`config.mk`:
```
export PLATFORM = sky130hd
export DESIGN_NAME = adc_serial_reader
export DESIGN_NICKNAME = d
export VERILOG_FILES = /design/src/rtl/adc_serial_reader.sv
export SDC_FILE = /design/constraint.sdc
export NUM_CORES = 1
export LEC_CHECK = 0
export CORE_MARGIN = 2
export CORE_UTILIZATION = 30
export DETAILED_ROUTE_END_ITERATION = 8
export PLACE_DENSITY = 0.5
export SLEW_MARGIN = 20
export SYNTH_ARGS = -nofsm -noshare
export SYNTH_HDL_FRONTEND = slang
export SYNTH_SLANG_ARGS = --single-unit
```
`constraint.sdc`:
```
create_clock -name clk -period 4.4 [get_ports clk]
set_input_delay 1.1 -clock clk [delete_from_list [all_inputs] [get_ports clk]]
set_output_delay 1.1 -clock clk [all_outputs]
set_load 0.01 [all_outputs]
```
`src/rtl/adc_serial_reader.sv`:
```
// CNV/SCK serial ADC readout with 2^AVG_LOG2 averaging and
// saturating gain around midscale, feeding the loop DAC driver.
module adc_serial_reader #(
  parameter int DATA_WIDTH    = 16,
  parameter int CNV_CYCLES    = 15,
  parameter int SCK_DIV       = 1,
  parameter int AVG_LOG2      = 0,
  parameter int SAMPLE_PERIOD = 64
) (
  input  logic                  clk,
  input  logic                  aresetn,
  input  logic                  enable,
  input  logic [3:0]            gain_shift,
  input  logic                  sdo,
  output logic                  cnv,
  output logic                  sck,
  output logic [DATA_WIDTH-1:0] raw_data,
  output logic [DATA_WIDTH-1:0] amplified_data,
  output logic                  data_valid,
  output logic                  saturated,
  output logic                  busy
);

  localparam int W   = DATA_WIDTH;
  localparam int CW  = $clog2(SAMPLE_PERIOD + 1);
  localparam int PW  = $clog2(SCK_DIV + 1);
  localparam int BW  = $clog2(W + 1);
  localparam int SW  = AVG_LOG2 + 1;
  localparam int ACW = W + AVG_LOG2;
  localparam int AW  = W + 17;

  localparam logic [CW-1:0] CNV_LAST = CW'(CNV_CYCLES - 1);
  localparam logic [CW-1:0] PER_LAST = CW'(SAMPLE_PERIOD - 1);
  localparam logic [CW-1:0] CNT_ONE  = CW'(1);
  localparam logic [PW-1:0] PH_LAST  = PW'(SCK_DIV - 1);
  localparam logic [PW-1:0] PH_ONE   = PW'(1);
  localparam logic [BW-1:0] BIT_LAST = BW'(W - 1);
  localparam logic [BW-1:0] BIT_ONE  = BW'(1);
  localparam logic [SW-1:0] SMP_FULL = SW'(1 << AVG_LOG2);
  localparam logic [SW-1:0] SMP_ONE  = SW'(1);

  localparam logic signed [AW-1:0] MID =
    {{17{1'b0}}, 1'b1, {(W-1){1'b0}}};
  localparam logic signed [AW-1:0] MAXV =
    {{17{1'b0}}, {W{1'b1}}};

  if (SAMPLE_PERIOD < CNV_CYCLES + 2*SCK_DIV*W + 2)
  begin : g_bad_period
    $error("SAMPLE_PERIOD too short for frame");
  end
  if (SCK_DIV < 1 || AVG_LOG2 < 0 || AVG_LOG2 > 4)
  begin : g_bad_param
    $error("SCK_DIV or AVG_LOG2 out of range");
  end

  typedef enum logic [2:0] {
    IDLE, CONV, READ, DONE, WAIT
  } state_t;

  state_t          state;
  logic [CW-1:0]   cnt;
  logic [PW-1:0]   ph;
  logic [BW-1:0]   bit_cnt;
  logic [W-1:0]    shreg;
  logic [ACW-1:0]  acc;
  logic [SW-1:0]   smp_cnt;

  logic [ACW-1:0]        acc_next;
  logic [SW-1:0]         smp_next;
  logic [W-1:0]          avg;
  logic signed [AW-1:0]  dev;
  logic signed [AW-1:0]  amp_full;
  logic [W-1:0]          amp_clamp;
  logic                  sat_next;

  always_comb begin
    acc_next  = acc + ACW'(shreg);
    smp_next  = smp_cnt + SMP_ONE;
    avg       = acc_next[ACW-1:AVG_LOG2];
    dev       = $signed(AW'(avg)) - MID;
    amp_full  = (dev <<< gain_shift) + MID;
    amp_clamp = amp_full[W-1:0];
    sat_next  = 1'b0;
    if (amp_full > MAXV) begin
      amp_clamp = '1;
      sat_next  = 1'b1;
    end else if (amp_full[AW-1]) begin
      amp_clamp = '0;
      sat_next  = 1'b1;
    end
  end

  always_ff @(posedge clk or negedge aresetn) begin
    if (!aresetn) begin
      state          <= IDLE;
      cnt            <= '0;
      ph             <= '0;
      bit_cnt        <= '0;
      shreg          <= '0;
      acc            <= '0;
      smp_cnt        <= '0;
      cnv            <= 1'b0;
      sck            <= 1'b0;
      raw_data       <= '0;
      amplified_data <= '0;
      data_valid     <= 1'b0;
      saturated      <= 1'b0;
      busy           <= 1'b0;
    end else begin
      data_valid <= 1'b0;
      cnt        <= cnt + CNT_ONE;
      unique case (state)
        IDLE: if (enable) begin
          state <= CONV;
          cnv   <= 1'b1;
          busy  <= 1'b1;
          cnt   <= '0;
        end
        CONV: if (cnt == CNV_LAST) begin
          state   <= READ;
          cnv     <= 1'b0;
          sck     <= 1'b1;
          ph      <= '0;
          bit_cnt <= '0;
        end
        READ: begin
          if (ph == PH_LAST) begin
            ph <= '0;
            // sample at the end of the high phase, ADC shifts on fall
            if (sck) begin
              shreg <= {shreg[W-2:0], sdo};
              sck   <= 1'b0;
            end else if (bit_cnt == BIT_LAST) begin
              state <= DONE;
            end else begin
              sck     <= 1'b1;
              bit_cnt <= bit_cnt + BIT_ONE;
            end
          end else begin
            ph <= ph + PH_ONE;
          end
        end
        DONE: begin
          state   <= WAIT;
          acc     <= acc_next;
          smp_cnt <= smp_next;
          if (smp_next == SMP_FULL) begin
            acc            <= '0;
            smp_cnt        <= '0;
            raw_data       <= avg;
            amplified_data <= amp_clamp;
            saturated      <= sat_next;
            data_valid     <= 1'b1;
          end
        end
        WAIT: if (cnt == PER_LAST) begin
          if (enable) begin
            state <= CONV;
            cnv   <= 1'b1;
            cnt   <= '0;
          end else begin
            // a partial average group is dropped
            state   <= IDLE;
            busy    <= 1'b0;
            acc     <= '0;
            smp_cnt <= '0;
          end
        end
        default: state <= IDLE;
      endcase
    end
  end

endmodule
```
# --- After elaboration in Yosys (flattened, before gate mapping) ---
# Cells that the tools add are included.
word_totals:
  reg_bits: 86
  latch_bits: 0
  ram_bits: 0
  rom_bits: 0
  out_inout_bits: 37
  n_memories: 0
op_classes:
  n_addsub: 7
  mul: 0
  n_div: 0
  order_cmp: 1
  eq_ne: 15
  shift: 1
  muxes: 42
  bitwise_logic: 1
  n_reduce_logical: 14
ops:
  columns: ["cell", "n"]
  rows:
  - ["16-bit two-way mux", 5]
  - ["33-bit by 17-bit adder with 33-bit output (second input constant)", 1]
  - ["33-bit by 17-bit greater-than comparator with 1-bit output (second input constant)", 1]
  - ["17-bit by 4-bit <<< shifter with 33-bit output", 1]
  - ["16-bit case mux with 2 select lines", 1]
  - ["5-bit two-way mux", 4]
  - ["3-bit two-way mux", 6]
  - ["16-bit by 16-bit subtractor with 17-bit output (second input constant)", 1]
  - ["16-bit adder", 1]
  - ["1-bit two-way mux", 16]
  - ["2-bit != test (second input constant)", 8]
  - ["3-bit case mux with 5 select lines", 1]
  - ["7-bit two-way mux", 2]
  - ["7-bit case mux with 2 select lines", 1]
  - ["3-bit AND reduction", 4]
  - ["5-bit case mux with 2 select lines", 1]
  - ["1-bit case mux with 2 select lines", 4]
  - ["7-bit by 1-bit adder with 7-bit output (second input constant)", 1]
  - ["7-bit by 4-bit == test with 1-bit output (second input constant)", 1]
  - ["7-bit by 6-bit == test with 1-bit output (second input constant)", 1]
  - ["3-bit by 2-bit == test with 1-bit output (second input constant)", 2]
  - ["6-bit AND reduction", 1]
  - ["2-bit nonzero test", 3]
  - ["5-bit by 1-bit adder with 5-bit output (second input constant)", 1]
  - ["other kinds (11)", 13]

# --- Logic depth before layout (Yosys ltp) ---
# Gate-level depths: netlist (run 1).
depth:
  ltp_word: 6
  ltp_mapped: 18
  mapped_depth_nobuf: 15

# --- Worst setup path before layout (run 1) ---
# No wires, ideal clock.
synth_timing:
  path_kind: "input-to-reg"
  startpoint: "input gain_shift[1]"
  endpoint: "register amplified_data[2]"
  setup_time_ns: 0.123
  t_arrival_ns: 4.245
  required_time_ns: 4.277
  path_slack_ns: 0.032
  stages: 16
  path_buffers: 4
  cell_sequence: "buf_2 > buf_2 > buf_2 > mux4_2 > o21a_1 > nand2_1 > o21ai_0 > ha_1 > inv_1 > a2111oi_4 > nand3_2 > mux2_2 > a221o_1 > nor3_4 > buf_6 > a21oi_1"
synth_between:
  elab_chain_cells: 4
  elab_cells_between_ends: 5
  classes_between: "add/sub: 1; order compare: 1; shift: 1; mux: 2"
synth_rtl:
  columns: ["item", "line", "source"]
  rows:
  - ["start, declared", "13", "input logic [3:0] gain_shift,"]
  - ["17-bit by 4-bit <<< shifter with 33-bit output (*)", "81", "amp_full = (dev <<< gain_shift) + MID;"]
  - ["33-bit by 17-bit adder with 33-bit output (*)", "81", null]
  - ["33-bit by 17-bit greater-than comparator with 1-bit output / 16-bit two-way mux (equally long branches)", "84, 87", null]
  - ["16-bit two-way mux (*)", "84", "if (amp_full > MAXV) begin"]
  - ["end signal, assigned", "151", "amplified_data <= amp_clamp;"]
  - ["end, declared", "18", "output logic [DATA_WIDTH-1:0] amplified_data,"]
# Every way passes the cells marked *; elsewhere a longest branch is shown, timed or not.
# A chain may end at the register's enable or synchronous reset.

# --- Worst setup path in the final report (run 1) ---
layout_timing:
  startpoint: "input gain_shift[1]"
  endpoint: "register amplified_data[0]"
# Same word-level chain as after synthesis.

==> results.ini, run 1 <==
[worst_setup_path]
timing.reg2reg.setup_slack_ns = 1.08
timing.critical_path.cells = clkdlybuf4s50_1 -> buf_4 -> buf_4 -> mux4_2 -> mux2i_1 -> o21ai_0 -> ha_1 -> inv_1 -> a2111oi_4 -> nand4_1 -> mux2_2 -> a221o_1 -> nor3_4 -> buf_12 -> a21oi_1
slowest_stage = sky130_fd_sc_hd__clkdlybuf4s50_1
cp-end-kind = register
critPathRequiredTime_ns = 4.62
crit_path_max_fanout = 17
critPathBufInv = 5
worstPathArrival_ns = 4.30
most_frequent_cell_on_the_critical_path = sky130_fd_sc_hd__buf_4
timing.critical_path.max_delay_family = buffers and inverters
critical-path-max-stage-delay_ns = 0.45
startpoint_type = primary input
worst-setup-path-type = in -> reg

[timing]
finalCriticalPeriod_ns = 4.085
timing.final.hold_violations = 0
post-route-worst-setup-slack_ns = 0.3150
slew_violations = 0
layout_worst_path_cycle_share_pct = 92.84
worst_clock_skew_ns = 0.007464
max_slew.worst_pin.slew_ns = 0.7402
setup_viol_count_final = 0
rsz0062_at_grt = no
worst_slew_margin_rel_pct = 49.38
worst_hold_slack_ns = 0.4782
max_freq_mhz = 244.8

[die]
die_width_um = 124.5
io-pin-count = 45
num_rows = 44
initial_core_util_pct = 30.31
design.die.area_um2 = 15500
core_region_area_um2 = 14370
dieHeight_um = 124.5

[cells_and_area]
finish.net_count = 555
final-instance-count-excl-fill = 730
final_design_area_no_fill_um2 = 5534
area.growth.synth_to_final_pct = 27.06
layout-drive-gt1-share_pct = 23.44
diodes = 0

[placed_design]
placedInstanceArea_um2 = 5256
detailed_place_hpwl_mm = 8.583
place_inst = 714
gp_congestion = 0.8347
place_ws_ns = -0.1069
port_buffers = 44

[synthesis]
synth_xor_xnor_area_share_pct = 1.810
synthDominantAreaCellType = sky130_fd_sc_hd__dfrtp_1
synth.most_common_cell = sky130_fd_sc_hd__nand2_1
yosys_register_bits = 68
seq_area_frac_synth_pct = 39.07
synth.cell_area_um2 = 4355
synthTopCellsByArea = sky130_fd_sc_hd__dfrtp_1, sky130_fd_sc_hd__mux2_2, sky130_fd_sc_hd__nand2_1, sky130_fd_sc_hd__mux4_2, sky130_fd_sc_hd__mux2i_1
main_combinational_cell_family_by_area_after_synthesis = simple AND/OR/NAND/NOR gates
synth-adder-area-share_pct = 1.724
ys.flop_type = sky130_fd_sc_hd__dfrtp_1
postSynthAreaPerCell_um2 = 9.346
netlist.area_leader.share_pct = 39.07
synth_cells = 466
synth-edff-count = 0
synth.top_cells.by_count = sky130_fd_sc_hd__nand2_1, sky130_fd_sc_hd__dfrtp_1, sky130_fd_sc_hd__nor2_1
yosys-mux-area-fraction_pct = 17.90
synth-compound-area-share_pct = 15.43
syn_nets = 480
synthesis.yosys.warnings = 0
ys_types = 62
post_synth_and_or_nand_nor_area_fraction_pct = 19.22
synthArstFlopShare_pct = 100.0

[clock_tree]
clock-sinks = 68
clk_pin_slew_ns = 0.05
clockRootBuffer = sky130_fd_sc_hd__clkbuf_16
cts_buffer_depth = 2
cts_tree = done
post_cts.repair.setup_buffers = 0
postCtsResizedCells = 0
cts-hold-fix-buffers = 0
cts_inserted_buffers = 9
clk-insertion-delay-late_ns = 0.34
ctsHtreeMaxLevel = 3

[routing]
detail_route.wirelength_mm = 11.53
via_count = 3773
drt-pass1-iter-count = 6
routed_wire_length_per_instance_um = 15.79
post-route-drc-count = 0
detail_route.iter0.violations = 269
drtAntennaViolNets = 0
detail_route.vias_per_cell = 5.168

[global_routing]
maximum_number_of_pins_on_one_net_before_global_route_repair = 38
grt_first_pass_wirelength_mm = 19.35
antenna_found_initial = 1
total_routing_usage_gr_pct = 15.44
via_count_of_the_first_global_routing_pass = 3734
grt_overflow = 0

[power]
power_density_nw_per_um2 = 300.4
vdd_ir_drop_max_uv = 299.5
leakagePower_nw = 2.327

[worst_hold_path]
worstHoldPathType = reg -> reg

[flow_run]
max_cap_violations = 0

[status]
outcome = finished clean

## path summary, 6_finish.rpt
kind / from / cells after the start / end
min in group asynchronous: aresetn / 1 / amplified_data[3]$_DFFE_PN0P_
worst max-delay path: gain_shift[1] / 15 / amplified_data[0]$_DFFE_PN0P_
worst min register to register: raw_data[1]$_DFFE_PN0P_ / 2 / raw_data[1]$_DFFE_PN0P_
max in group asynchronous: aresetn / 2 / bit_cnt[2]$_DFFE_PN0P_
worst max register to register: shreg[13]$_DFFE_PN0P_ / 11 / amplified_data[0]$_DFFE_PN0P_
worst min-delay path: raw_data[1]$_DFFE_PN0P_ / 2 / raw_data[1]$_DFFE_PN0P_
## worst register-to-register path, cell delays in order, from the launching register on
cell,delay (ns)
sky130_fd_sc_hd__dfrtp_1,0.49
sky130_fd_sc_hd__mux2_2,0.33
sky130_fd_sc_hd__a2111oi_0,0.70
sky130_fd_sc_hd__a211o_1,0.30
sky130_fd_sc_hd__a21oi_1,0.10
sky130_fd_sc_hd__buf_4,0.15
sky130_fd_sc_hd__and3_1,0.13
sky130_fd_sc_hd__a221oi_1,0.31
sky130_fd_sc_hd__o211ai_1,0.19
sky130_fd_sc_hd__nor3_4,0.25
sky130_fd_sc_hd__buf_12,0.17
sky130_fd_sc_hd__a21oi_1,0.08
## sequential cells by signal (all words and copies together), names as in the netlist
name / cells
raw_data: 16
shreg: 16
data_valid: 1
cnt: 7
state: 3
saturated: 1
amplified_data: 16
bit_cnt: 5
sck: 1
cnv: 1
busy: 1
## metrics by stage
stage	TNS, ns	total power, mW	utilization (%)
after floorplan	0	0.8630	-
final	0	1.663	38.51
after global routing	0	1.754	38.51
after global placement	-0.7585	1.005	36.58
after CTS	0	1.692	38.51
after detailed placement	-1.532	1.006	36.58
## placed cells by master (no fill, tap or decap), types with 4 or more instances in the layout
| master | n |
|---|---|
| sky130_fd_sc_hd__nand2_1 | 80 |
| sky130_fd_sc_hd__dfrtp_1 | 68 |
| sky130_fd_sc_hd__buf_4 | 51 |
| sky130_fd_sc_hd__clkdlybuf4s50_1 | 42 |
| sky130_fd_sc_hd__nor2_1 | 37 |
| sky130_fd_sc_hd__o21ai_0 | 31 |
| sky130_fd_sc_hd__mux2_2 | 29 |
| sky130_fd_sc_hd__a21oi_1 | 27 |
| sky130_fd_sc_hd__mux2i_1 | 16 |
| sky130_fd_sc_hd__mux4_2 | 13 |
| sky130_fd_sc_hd__inv_1 | 12 |
| sky130_fd_sc_hd__nand3_1 | 11 |
| sky130_fd_sc_hd__nor3_1 | 10 |
| sky130_fd_sc_hd__clkbuf_16 | 9 |
| sky130_fd_sc_hd__a31oi_1 | 7 |
| sky130_fd_sc_hd__ha_1 | 6 |
| sky130_fd_sc_hd__or3_1 | 5 |
| sky130_fd_sc_hd__and3_1 | 5 |
| sky130_fd_sc_hd__xnor2_1 | 5 |
| sky130_fd_sc_hd__nor2b_1 | 4 |
| sky130_fd_sc_hd__xor2_1 | 4 |
| sky130_fd_sc_hd__o22ai_1 | 4 |
| sky130_fd_sc_hd__or2_2 | 4 |
| sky130_fd_sc_hd__a21oi_2 | 4 |
## routing by layer
layer	global-route usage, %	vias up	routed length [µm]
li1	-	1822	-
met1	21.20	1828	5353
met2	23.88	102	5332
met3	3.780	19	605
met4	5.221	2	220
met5	0	-	12
## cell type report
class                      count  area [µm²]
timing repair buffer          96       833.3
clock buffer                  10       239.0
fill                        1452        8835
clock inverter                 6       38.79
tap                          184       230.2
multi-input combinational    353        2442
sequential                    68        1702
inverter                      13       48.80
## cells by family (layout without fill, tap and decap cells)
| kind of cell | count (synthesis) | after routing |
|---|---|---|
| multiplexers | 58 | 58 |
| adder cells (fa/ha/maj) | 6 | 6 |
| flip-flops | 68 | 68 |
| buffers and inverters | 45 | 125 |
| AND/OR/NAND/NOR | 177 | 177 |
| XOR/XNOR | 9 | 9 |
| AO/OA/AOI/OAI | 103 | 103 |
## power by group
part / total [mW] / internal, mW / leakage (nW) / switching, mW
Combinational: 0.323 / 0.160 / 1.40 / 0.163
Sequential: 0.672 / 0.648 / 0.793 / 0.0238
Clock: 0.668 / 0.395 / 0.135 / 0.273
Total: 1.66 / 1.20 / 2.33 / 0.460
(Power assumes the default switching activity.)
==> run 2: changes to the inputs <==
--- a/config.mk
+++ b/config.mk
@@ -8,7 +8,7 @@
 export CORE_MARGIN = 2
 export CORE_UTILIZATION = 30
 export DETAILED_ROUTE_END_ITERATION = 8
-export PLACE_DENSITY = 0.5
+export PLACE_DENSITY = 0.51
 export SLEW_MARGIN = 20
 export SYNTH_ARGS = -nofsm -noshare
 export SYNTH_HDL_FRONTEND = slang
==> constraint.sdc (replaced) <==
create_clock -name clk -period 3.53 [get_ports clk]
set_input_delay 0.8825 -clock clk [delete_from_list [all_inputs] [get_ports clk]]
set_output_delay 0.8825 -clock clk [all_outputs]
set_load 0.01 [all_outputs]
==> run 2 against run 1 <==
The flow now finishes with violations (setup timing). Final cell count is 5.8% higher. Clock power is 60% higher. Sequential power is 25% higher. Count of clock-buffer cells in the layout is 1 higher. Routed wire length is 5.3% higher. Non-clock buffer count is 42 higher. Critical path type unchanged. Largest cell class unchanged. Highest routed layer is now met4.
==> results.ini, run 2 (synthesis gave the netlist of run 1 again) <==
[timing]
setup_viol_count_final = 17
finalCriticalPeriod_ns = 3.553
max_freq_mhz = 281.4
worst_clock_skew_ns = 0.01035
worst_slew_margin_rel_pct = 40.68
post-route-worst-setup-slack_ns = -0.02340
slew_violations = 0
timing.final.hold_violations = 0
layout_worst_path_cycle_share_pct = 100.7
rsz0062_at_grt = yes
max_slew.worst_pin.slew_ns = 0.8899
timing.setup.tns_ns = -0.2893

[clock_tree]
clockRootBuffer = sky130_fd_sc_hd__clkbuf_16
cts_inserted_buffers = 9
ctsHtreeMaxLevel = 3
clock-sinks = 68
cts_buffer_depth = 2
clk-insertion-delay-late_ns = 0.34
clk_pin_slew_ns = 0.05
cts_tree = done

[worst_setup_path]
worstPathArrival_ns = 3.77
startpoint_type = primary input
critPathBufInv = 5
worst-setup-path-type = in -> reg
slowest_stage = sky130_fd_sc_hd__or3b_4
cp-end-kind = register
timing.critical_path.max_delay_family = simple AND/OR/NAND/NOR gates
timing.critical_path.cells = buf_12 -> buf_12 -> mux4_2 -> mux2_4 -> or3b_4 -> buf_4 -> a21oi_2 -> and4_4 -> mux2_4 -> a221o_1 -> nor3_4 -> buf_6 -> buf_16 -> a21oi_1
crit_path_max_fanout = 8
critPathRequiredTime_ns = 3.75
critical-path-max-stage-delay_ns = 0.40

[global_routing]
via_count_of_the_first_global_routing_pass = 4019
maximum_number_of_pins_on_one_net_before_global_route_repair = 69
grt_overflow = 0
antenna_found_initial = 0
total_routing_usage_gr_pct = 16.37
grt_first_pass_wirelength_mm = 20.64

[cells_and_area]
num-fill-cells = 1402
layout-drive-gt1-share_pct = 31.46
diodes = 0
area.growth.synth_to_final_pct = 40.07
finish.net_count = 597
final_design_area_no_fill_um2 = 6101
mostFrequentLayoutCell = sky130_fd_sc_hd__buf_4
final-instance-count-excl-fill = 772
reg_top3 = amplified_data x16, raw_data x16, shreg x16
mostFrequentLayoutCells = sky130_fd_sc_hd__buf_4, sky130_fd_sc_hd__nand2_1, sky130_fd_sc_hd__dfrtp_1, sky130_fd_sc_hd__clkdlybuf4s50_1, sky130_fd_sc_hd__nor2_1

[routing]
routed_wire_length_per_instance_um = 15.72
post-route-drc-count = 0
via_count = 3874
detail_route.vias_per_cell = 5.018
drt-pass1-iter-count = 4
detail_route.iter0.violations = 296
drtAntennaViolNets = 0
detail_route.wirelength_mm = 12.14

[die]
dieHeight_um = 124.5
design.die.area_um2 = 15500
initial_core_util_pct = 30.31
num_rows = 44
io-pin-count = 45
core_region_area_um2 = 14370
die_width_um = 124.5

[status]
outcome = complete, but fails checks
failed_checks = setup timing

[power]
vdd_ir_drop_max_uv = 247.3
power_density_nw_per_um2 = 390.5
total_power_mw = 2.382
leakagePower_nw = 2.621

[placed_design]
placedInstanceArea_um2 = 5512
port_buffers = 44
detailed_place_hpwl_mm = 8.747
gp_congestion = 0.8814
place_ws_ns = -0.7787
place_inst = 745

[worst_hold_path]
worstHoldPathType = reg -> reg

[flow_run]
max_cap_violations = 0

-- run 2: worst min-delay path, delay by kind of cell, from the launching register on --
family,cells,cell delay (ns)
simple gates,2,0.10
flops,1,0.34
-- run 2: through the flow --
stage / hold slack [ns] / util (%)
after global routing: 0.5034 / 42.46
after floorplan: 0.4546 / -
final: 0.4774 / 42.46
after CTS: 0.4796 / 42.01
after detailed placement: 0.4618 / 38.36
after global placement: 0.4640 / 38.36
-- run 2: report_power, final --
part,leakage [nW],internal [mW],switching [mW],total (mW)
clock network,0.172,0.730,0.336,1.07
logic,1.66,0.253,0.225,0.479
registers,0.793,0.808,0.0292,0.837
total,2.62,1.79,0.591,2.38
-- run 2: worst paths after layout --
path,startpoint,slack (ns),to,depth (start not counted)
worst min register to register,raw_data[2]$_DFFE_PN0P_,0.48,raw_data[2]$_DFFE_PN0P_,2
min in group asynchronous,aresetn,0.73,amplified_data[14]$_DFFE_PN0P_,2
worst max register to register,shreg[9]$_DFFE_PN0P_,0.24,amplified_data[6]$_DFFE_PN0P_,16
max in group asynchronous,aresetn,2.20,data_valid$_DFF_PN0_,2
worst min-delay path,raw_data[2]$_DFFE_PN0P_,0.48,raw_data[2]$_DFFE_PN0P_,2
worst max-delay path,gain_shift[0],-0.02,amplified_data[6]$_DFFE_PN0P_,14
-- run 2: repair_timing --
action / 4_1_cts / 5_1_grt
cloned: 3 / 1
hold buffers: 0 / 0
pin swaps: 0 / 2
setup buffers: 4 / 3
endpoints found under the setup margin: 17 / 17
resized for setup: 24 / 5
-- run 2: layout make-up --
class	count	area, µm²	share of cell area (%)
sequential	68	1702	27.89
timing repair buffer	138	1246	20.43
clock inverter	5	106.4	1.743
inverter	13	48.80	0.7998
tap	184	230.2	3.774
multi-input combinational	353	2515	41.22
clock buffer	11	252.7	4.143
-- run 2: routing by layer --
layer,routed length (µm),track usage (%)
met5,0,0
met1,5598,21.56
met3,407,3.952
met2,5966,27.19
met4,167,3.966
==> run 3: changes to the inputs <==
--- a/config.mk
+++ b/config.mk
@@ -6,9 +6,9 @@
 export NUM_CORES = 1
 export LEC_CHECK = 0
 export CORE_MARGIN = 2
-export CORE_UTILIZATION = 30
+export CORE_UTILIZATION = 52
 export DETAILED_ROUTE_END_ITERATION = 8
-export PLACE_DENSITY = 0.51
+export PLACE_DENSITY = 0.79
 export SLEW_MARGIN = 20
 export SYNTH_ARGS = -nofsm -noshare
 export SYNTH_HDL_FRONTEND = slang
==> constraint.sdc (replaced) <==
create_clock -name clk -period 2.9 [get_ports clk]
set_input_delay 0.725 -clock clk [delete_from_list [all_inputs] [get_ports clk]]
set_output_delay 0.725 -clock clk [all_outputs]
set_load 0.02 [all_outputs]
==> run 3 against run 2 <==
The flow still finishes with violations (setup timing). Setup slack got worse by 0.56 ns. Hold slack got worse by 0.022 ns. First-iteration DRC count increased by 1.4%. Highest routed layer unchanged. Final area decreased by 2.1%. Via count increased by 8.8%. Critical endpoint unchanged. Largest cell class unchanged. Die area decreased by 41%. Clock power decreased by 24%. Non-clock buffer count increased by 25. Final cell count decreased by 7.0%.
==> results.ini, run 3 (synthesis gave the netlist of run 1 again) <==
[die]
dieHeight_um = 95.52
core_region_area_um2 = 8175
die_width_um = 95.52
num_rows = 33
design.die.area_um2 = 9124
io-pin-count = 45
initial_core_util_pct = 53.28

[status]
failed_checks = setup timing
outcome = complete, but fails checks

[timing]
setup_viol_count_final = 17
rsz0062_at_grt = yes
timing.final.hold_violations = 0
layout_worst_path_cycle_share_pct = 120.0
post-route-worst-setup-slack_ns = -0.5804
slew_violations = 0
worst_clock_skew_ns = 0.008623
max_freq_mhz = 287.3
max_slew.worst_pin.slew_ns = 0.7171
worst_slew_margin_rel_pct = 51.83
finalCriticalPeriod_ns = 3.480

[cells_and_area]
mostFrequentLayoutCell = sky130_fd_sc_hd__buf_4
layout-drive-gt1-share_pct = 34.75
finish.net_count = 622
diodes = 0
area.growth.synth_to_final_pct = 37.20
mostFrequentLayoutCells = sky130_fd_sc_hd__buf_4, sky130_fd_sc_hd__nand2_1, sky130_fd_sc_hd__dfrtp_1, sky130_fd_sc_hd__clkdlybuf4s50_1, sky130_fd_sc_hd__nor2_1
final_core_utilization_pct = 73.09
reg_top3 = amplified_data x16, raw_data x16, shreg x16

[global_routing]
via_count_of_the_first_global_routing_pass = 4270
grt_first_pass_wirelength_mm = 20.51
maximum_number_of_pins_on_one_net_before_global_route_repair = 53
grt_overflow = 0
antenna_found_initial = 0
total_routing_usage_gr_pct = 29.24

[routing]
post-route-drc-count = 0
routed_wire_length_per_instance_um = 17.43
drt-pass1-iter-count = 5
detail_route.iter0.violations = 300
detail_route.wirelength_mm = 12.52
detail_route.vias_per_cell = 5.870
via_count = 4215
drtAntennaViolNets = 0

[clock_tree]
cts_inserted_buffers = 9
clk-insertion-delay-late_ns = 0.37
cts-hold-fix-buffers = 0
ctsHtreeMaxLevel = 3
clk_pin_slew_ns = 0.08
cts_tree = done
clockRootBuffer = sky130_fd_sc_hd__clkbuf_8
cts_buffer_depth = 2
clock-sinks = 68

[placed_design]
place_ws_ns = -1.428
port_buffers = 44
detailed_place_hpwl_mm = 8.650
gp_congestion = 0.9448

[worst_setup_path]
crit_path_max_fanout = 10
startpoint_type = primary input
critPathRequiredTime_ns = 3.14
critical-path-max-stage-delay_ns = 0.49
timing.critical_path.cells = buf_8 -> buf_12 -> mux2_2 -> mux4_2 -> o21a_1 -> ha_2 -> inv_2 -> a2111oi_4 -> buf_4 -> buf_4 -> mux2i_2 -> a211oi_2 -> o211ai_1 -> nor3_4 -> buf_6 -> a21oi_1
worstPathArrival_ns = 3.72
slowest_stage = sky130_fd_sc_hd__mux4_2
most_frequent_cell_on_the_critical_path = sky130_fd_sc_hd__buf_4
cp-end-kind = register
worst-setup-path-type = in -> reg

[power]
leakagePower_nw = 2.637
vdd_ir_drop_max_uv = 368.4
power_density_nw_per_um2 = 412.0

[worst_hold_path]
worstHoldPathType = in -> async

[flow_run]
max_cap_violations = 0

run 3: routing by layer:
layer / share of wire (%) / vias up / global-route usage [%] / routed length, µm
met3: 4.8 / 48 / 6.008 / 602
li1: - / 1957 / - / -
met1: 41 / 2053 / 35.76 / 5140
met5: 0 / - / 0 / 0
met4: 3.9 / 0 / 16.19 / 494
met2: 50 / 157 / 48.19 / 6281
run 3: what timing repair did:
item                       in CTS  in global routing
setup endpoints to repair      17                 17
gates resized for setup        27                 14
setup buffers                   7                  4
pin swaps                       7                  9
gates cloned                    1                  0
run 3: through the flow:
step | instances | power [mW] | cell area [µm²] | hold slack [ns] | setup TNS, ns
floorplan | 466 | 1.334 | 4389 | 0.4294 | -16.40
global route | 718 | 2.571 | 5976 | 0.5194 | -10.79
CTS | 716 | 2.439 | 5936 | 0.4817 | -9.990
finish | 718 | 2.462 | 5976 | 0.4559 | -9.695
global placement | 692 | 1.597 | 5600 | 0.4617 | -21.58
detailed placement | 692 | 1.610 | 5600 | 0.4613 | -24.08
run 3: report_power, final:
group	leakage [nW]	internal, mW	total [mW]	switching (mW)
Sequential	0.793	0.982	1.01	0.0265
Combinational	1.75	0.324	0.642	0.317
Clock	0.0988	0.411	0.813	0.401
Total	2.64	1.72	2.46	0.745
run 3: worst max-delay path: cells and delay by family:
family          cells  cell delay [ns]
compound gates      5             0.76
fa+ha+maj           1             0.20
buf+inv             6             0.78
mux                 3             0.99
simple gates        1             0.26
run 3: worst paths after layout:
check,from,endpoint,slack (ns),depth (start not counted)
worst max-delay path,gain_shift[0],amplified_data[6]$_DFFE_PN0P_,-0.58,16
worst min-delay path,aresetn,raw_data[15]$_DFFE_PN0P_,0.46,2
worst max register to register,shreg[9]$_DFFE_PN0P_,amplified_data[6]$_DFFE_PN0P_,-0.51,15
worst min register to register,raw_data[14]$_DFFE_PN0P_,raw_data[14]$_DFFE_PN0P_,0.48,2
max in group asynchronous,aresetn,bit_cnt[1]$_DFFE_PN0P_,1.77,3
min in group clk,raw_data[14]$_DFFE_PN0P_,raw_data[14]$_DFFE_PN0P_,0.48,2
run 3: final cells by class:
class	count	area, µm²
clock buffers	9	123.9
clock inverters	7	82.58
fillers	595	2200
inverters	13	48.80
multi-input cells	353	2521
flip-flops and latches	68	1702
well taps	105	131.4
repair buffers	163	1366
